### src/rtl/add_res_station_pkg.sv
// Shared definitions for the add/sub reservation station: CDB tags, op
// encodings, FSM state encoding and the functional-unit arithmetic.
package add_res_station_pkg;

  localparam logic [2:0] FREE_REGISTER    = 3'd0;
  localparam logic [2:0] RES_STATION_ADD1 = 3'd1;
  localparam logic [2:0] RES_STATION_ADD2 = 3'd2;

  localparam logic OP_ADD = 1'b0;
  localparam logic OP_SUB = 1'b1;

  typedef enum logic [1:0] {
    IDLE     = 2'd0,
    WAIT_OPS = 2'd1,
    EXEC     = 2'd2,
    DONE     = 2'd3
  } rs_state_e;

  // 16-bit modulo add/sub; carry and borrow are dropped.
  function automatic logic [15:0] fu_result(input logic op, input logic [15:0] a,
                                            input logic [15:0] b);
    return (op == OP_SUB) ? (a - b) : (a + b);
  endfunction

  // Signed overflow: operands (b negated for sub) share a sign that the result lacks.
  function automatic logic fu_ovf(input logic op, input logic [15:0] a,
                                  input logic [15:0] b, input logic [15:0] r);
    logic same_sign;
    same_sign = (op == OP_SUB) ? (a[15] != b[15]) : (a[15] == b[15]);
    return same_sign && (r[15] != a[15]);
  endfunction

endpackage

### src/rtl/add_res_station_operand_slot.sv
// One operand slot (V/Q pair) of the reservation station. Captures the issued
// operand, resolving it immediately if the CDB broadcasts its producer in the
// issue cycle, and otherwise snoops the CDB while the station waits.
module rs_operand_slot
  import add_res_station_pkg::*;
(
  input  logic        Clock,
  input  logic        Reset,
  input  logic        issue_load,
  input  logic        snoop_en,
  input  logic [15:0] issue_v,
  input  logic [2:0]  issue_q,
  input  logic        cdb_valid,
  input  logic [2:0]  cdb_tag,
  input  logic [15:0] cdb_data,
  output logic [15:0] v,
  output logic        ready_nxt
);

  logic [2:0]  q;
  logic [15:0] v_nxt;
  logic [2:0]  q_nxt;

  // Next V/Q: issue capture with same-cycle bypass, else CDB snoop.
  always_comb begin
    v_nxt = v;
    q_nxt = q;
    if (issue_load) begin
      if (issue_q != FREE_REGISTER && cdb_valid && cdb_tag == issue_q) begin
        v_nxt = cdb_data;
        q_nxt = FREE_REGISTER;
      end else begin
        v_nxt = issue_v;
        q_nxt = issue_q;
      end
    end else if (snoop_en && q != FREE_REGISTER && cdb_valid && cdb_tag == q) begin
      v_nxt = cdb_data;
      q_nxt = FREE_REGISTER;
    end
    ready_nxt = (q_nxt == FREE_REGISTER);
  end

  // V/Q storage.
  always_ff @(posedge Clock) begin
    if (Reset) begin
      v <= '0;
      q <= FREE_REGISTER;
    end else begin
      v <= v_nxt;
      q <= q_nxt;
    end
  end

endmodule

### src/rtl/add_res_station.sv
// Reservation station with integrated 16-bit add/sub unit.
// Optional feature: define ADD_RS_OVF_EN to add the registered Ovf output.
module add_res_station
  import add_res_station_pkg::*;
#(
  parameter logic [2:0] TAG          = RES_STATION_ADD1,
  parameter int         EXEC_LATENCY = 2
) (
  input  logic        Clock,
  input  logic        Reset,
  input  logic        Issue_Valid,
  input  logic        Issue_Op,
  input  logic [15:0] Issue_Vj,
  input  logic [15:0] Issue_Vk,
  input  logic [2:0]  Issue_Qj,
  input  logic [2:0]  Issue_Qk,
  input  logic        CDB_Valid,
  input  logic [2:0]  CDB_Tag,
  input  logic [15:0] CDB_Data,
  input  logic        Grant,
  output logic        Busy,
  output logic        Done,
`ifdef ADD_RS_OVF_EN
  output logic        Ovf,
`endif
  output logic [15:0] Q
);

  localparam int CNT_W = (EXEC_LATENCY > 2) ? $clog2(EXEC_LATENCY) : 1;
  localparam logic [CNT_W-1:0] CNT_LOAD = CNT_W'(EXEC_LATENCY - 1);

  rs_state_e        state, state_nxt;
  logic             issue_acc, fire;
  logic             op;
  logic [CNT_W-1:0] cnt;
  logic [15:0]      vj, vk, res;
  logic             rdy_j, rdy_k;

  rs_operand_slot u_slot_j (
    .Clock(Clock), .Reset(Reset), .issue_load(issue_acc), .snoop_en(state == WAIT_OPS),
    .issue_v(Issue_Vj), .issue_q(Issue_Qj), .cdb_valid(CDB_Valid), .cdb_tag(CDB_Tag),
    .cdb_data(CDB_Data), .v(vj), .ready_nxt(rdy_j)
  );

  rs_operand_slot u_slot_k (
    .Clock(Clock), .Reset(Reset), .issue_load(issue_acc), .snoop_en(state == WAIT_OPS),
    .issue_v(Issue_Vk), .issue_q(Issue_Qk), .cdb_valid(CDB_Valid), .cdb_tag(CDB_Tag),
    .cdb_data(CDB_Data), .v(vk), .ready_nxt(rdy_k)
  );

  assign res = fu_result(op, vj, vk);

  // State register.
  always_ff @(posedge Clock) begin
    if (Reset) state <= IDLE;
    else       state <= state_nxt;
  end

  // Next state; rdy_j/rdy_k already reflect bypass/snoop results of this edge.
  always_comb begin
    state_nxt = state;
    issue_acc = 1'b0;
    fire      = 1'b0;
    case (state)
      IDLE: begin
        if (Issue_Valid) begin
          issue_acc = 1'b1;
          state_nxt = (rdy_j && rdy_k) ? EXEC : WAIT_OPS;
        end
      end
      WAIT_OPS: if (rdy_j && rdy_k) state_nxt = EXEC;
      EXEC: begin
        if (cnt == '0) begin
          fire      = 1'b1;
          state_nxt = DONE;
        end
      end
      DONE:    if (Grant) state_nxt = IDLE;
      default: state_nxt = IDLE;
    endcase
  end

  // Latency counter: loaded on EXEC entry, counts down to the fire point.
  always_ff @(posedge Clock) begin
    if (Reset)                                  cnt <= '0;
    else if (state_nxt == EXEC && state != EXEC) cnt <= CNT_LOAD;
    else if (state == EXEC && cnt != '0)        cnt <= cnt - CNT_W'(1);
  end

  // Latched opcode.
  always_ff @(posedge Clock) begin
    if (Reset)          op <= OP_ADD;
    else if (issue_acc) op <= Issue_Op;
  end

  // Registered outputs; Q (and Ovf) keep their value after Grant.
  always_ff @(posedge Clock) begin
    if (Reset) begin
      Busy <= 1'b0;
      Done <= 1'b0;
      Q    <= '0;
`ifdef ADD_RS_OVF_EN
      Ovf  <= 1'b0;
`endif
    end else begin
      Busy <= (state_nxt != IDLE);
      Done <= (state_nxt == DONE);
      if (fire) begin
        Q   <= res;
`ifdef ADD_RS_OVF_EN
        Ovf <= fu_ovf(op, vj, vk, res);
`endif
      end
    end
  end

  // A station must never wait on its own tag.
  a_no_self_tag: assert property (@(posedge Clock) disable iff (Reset)
    (Issue_Valid && state == IDLE) |-> (Issue_Qj != TAG && Issue_Qk != TAG));

endmodule

### config.mk
export PLATFORM = sky130hd
export DESIGN_NAME = add_res_station
export DESIGN_NICKNAME = d
export VERILOG_FILES = /design/src/rtl/add_res_station_pkg.sv /design/src/rtl/add_res_station_operand_slot.sv /design/src/rtl/add_res_station.sv
export SDC_FILE = /design/constraint.sdc
export NUM_CORES = 1
export LEC_CHECK = 0
export CORE_ASPECT_RATIO = 0.8
export CORE_MARGIN = 4
export CORE_UTILIZATION = 47
export CTS_BUF_LIST = sky130_fd_sc_hd__clkbuf_2
export CTS_CLUSTER_DIAMETER = 120
export DETAILED_ROUTE_END_ITERATION = 12
export GPL_TIMING_DRIVEN = 0
export PLACE_DENSITY = 0.78
export SYNTH_ARGS = -nofsm -noshare
export SYNTH_HDL_FRONTEND = slang
export SYNTH_SLANG_ARGS = --single-unit
### constraint.sdc
create_clock -name Clock -period 3.4 [get_ports Clock]
set_input_delay 0.68 -clock Clock [delete_from_list [all_inputs] [get_ports Clock]]
set_output_delay 0.68 -clock Clock [all_outputs]
set_load 0.05 [all_outputs]
==> run metrics <==
Worst Path Max Fanout 16; Critical Setup Path Class reg -> reg; Clock Skew approximately 0.023 ns; Worst-Skew Late Latency 0.48 ns; Core Footprint 7910 µm²; met2 Usage GRT 32.4%; largest area contributor in the netlist dfxtp_1; Reg-to-Reg End Q[15]; GPL Wtd Cong 0.950; DRT iter0 DRCs 236; max-slew violation count 0; vias in the first global route around 3400; Tot Pwr 4.42 mW; fmax 317 MHz; Hold Worst Slack 0.464 ns; clock-pin transition on the worst setup and hold timing paths around 0.18 ns; largest net degree at the start of global routing 17; Die H 88.4 µm; 1st-pass router iterations 6; initial core utilization 48.0%; Syn Area/Cell 7.80 µm²; post-DP HPWL slightly above 8000 µm; Post-Syn Instances a little under 500; GR Overflow Total 0; Cells after DPL 672; Arrival @ worst endpoint 3.54 ns; Routed WL about 10000 µm; Nets between 600 and 700; layout cells sized above 1 5.71%; post-synth top area share 31.6%; RSZ-0062 raised after global routing false; placement row count 29; ys async rst share 0%; Non-Filler Instances about 700; Lkg Pwr 1.87 nW; most common cell after layout, fill and taps aside clkdlybuf4s50_1; worst path required time 3.79 ns; max cap viols 0; Tcrit/Tclk final 92.6%; commonest cells after routing, fill and taps aside 77 x clkdlybuf4s50_1, 70 x nor2_1, 60 x dfxtp_1, 60 x nand2_1, 33 x a21oi_1; via/cell ratio roughly 5.4; global-route wire length before repair 16800 µm; P per Cell Area 914 nW/µm²; Longest Clk Path Bufs 2; R2R Path Start op; Die Wd 109 µm; Max rail drop VDD 364 µV; initial antenna violation count 0; vias 3734; post-synth cell types 53; drt drc 0; met1 usage 33.1%; Antenna Nets Post-Route 0; grt met3 use about 4.4%; Yosys warnings 0; I/O Buffers 77; TritonCTS Buffers 9; FILL cells 764; clock net sink count 60; CTS tree yes; Seq/Total Area, Yosys 31.6%; Worst-Margin Slew approximately 0.90 ns; minimum clock period 3.15 ns; die area 9590 µm²; CTS HTree Levels 3; worst setup path endpoint Q[15]; CP startpoint op; ANT cells 0; postcts setup bufs 0; synth-to-layout area growth 27.3%; number of synthesized flops with an enable pin 0; Final Hold Fails 0; num ports 81; Worst Setup End Kind flip-flop; synth top area cells dfxtp_1 32%, nor2_1 6.9%, nand2_1 5.9%; total track usage between 20% and 30%; Worst R2R Path Depth 9; GR peak layer met1; crit start category flip-flop; Hold Crit Class reg -> reg; routed len/inst 15.0 µm; max_slew headroom 39.6%; CTS Root Cell clkbuf_2; synthesized area 3800 µm²; most common flop cell mapped by yosys dfxtp_1; flop2flop setup slack 0.25 ns; number of setup violations in the final report 0; Yosys reg bits 60; status finished clean; syn_nets 567; cts hold-fix bufs 0
## stage by stage
stage | area (µm²) | worst slack [ns] | utilization, % | setup TNS [ns]
2_1_floorplan | 3800 | 0.364 | - | 0
5_1_grt | 4830 | 0.0647 | 61.1 | 0
6_report | 4830 | 0.250 | 61.1 | 0
3_5_place_dp | 4700 | -0.0740 | 59.5 | -0.0740
3_3_place_gp | 4700 | 0.00470 | 59.5 | 0
4_1_cts | 4830 | 0.205 | 61.1 | 0
## metal layers
layer / wire length (µm) / up-vias / share of wire, %
met3: 642 / 9 / 6.3
met1: 5150 / 1683 / 50
met2: 4350 / 118 / 42
met5: 0 / - / 0
li1: - / 1924 / -
met4: 116 / 0 / 1.1
## critical path: stages, from the launching register on
cell	delay (ns)
dfxtp_1	0.35
clkdlybuf4s50_2	0.69
mux2i_2	0.38
ha_1	0.29
nor2b_1	0.14
o31a_1	0.30
o211ai_1	0.31
a211oi_1	0.14
o21a_1	0.18
o31a_1	0.26
## worst min-delay path by stage
stage | startpoint | end | depth (start not counted)
floorplan | cnt | Done | 1
global placement | Q[5] | Q[5] | 2
detailed placement | Q[5] | Q[5] | 2
CTS | Q[5] | Q[5] | 2
global route | Q[5] | Q[5] | 2
finish | Q[5] | Q[5] | 2
## Yosys cell counts (2+ instances only)
cell type	n
o21a_1	6
dfxtp_1	60
o21ai_2	2
clkbuf_1	16
nor3_1	14
nand3b_1	2
nor2b_1	3
mux2i_1	19
a211oi_1	25
nor4_1	3
nand3_1	9
and2_1	3
and3_1	3
o211ai_1	4
a21o_1	3
nor2_1	70
o2111ai_1	3
buf_2	8
a21oi_1	33
buf_4	2
nand4_1	3
inv_1	20
xnor2_1	24
nor3b_1	4
o311ai_0	3
o21bai_1	4
o21ai_0	16
nand2b_1	2
ha_1	16
o22a_1	2
nand2_1	60
xor2_1	2
a311oi_1	17
a31oi_1	3
a41oi_1	3
o31a_1	2
a2bb2oi_1	2
## registers in the layout, summed over array words and instances (netlist names)
| name | flops |
|---|---|
| Q | 16 |
| u_slot_j.v | 16 |
| u_slot_k.q | 3 |
| op | 1 |
| u_slot_j.q | 3 |
| state | 2 |
| Done | 1 |
| Busy | 1 |
| u_slot_k.v | 16 |
| cnt | 1 |
## power by group
group          internal [mW]  switching, mW  leakage, nW
logic                   1.16           1.66         1.31
registers              0.925          0.168        0.494
clock network          0.233          0.270       0.0728
## area by class of cell
class | count | area (µm²) | area share, %
Clock inverter | 6 | 80.1 | 1.66
Tap cell | 108 | 135 | 2.80
Multi-Input combinational cell | 378 | 2400 | 49.6
Inverter | 22 | 82.6 | 1.71
Buffer | 26 | 123 | 2.54
Clock buffer | 9 | 45.0 | 0.932
Timing Repair Buffer | 77 | 771 | 15.9
Sequential cell | 60 | 1200 | 24.8
## cells by family after synthesis
group / after synthesis / share of synthesized area (%)
AOI/OAI and AO/OA: 133 / 24.2
xor gates and xnor gates: 27 / 6.42
adders and majority gates: 17 / 5.80
buffers and inverters: 49 / 5.50
DFF: 60 / 31.6
muxes: 19 / 5.01
and+or+nand+nor: 182 / 21.4
## timing repair
item                       4_1_cts  5_1_grt
setup endpoints to repair        2        2
gates resized for setup          1        1
gates cloned                     0        0
(Power assumes the default switching activity.)
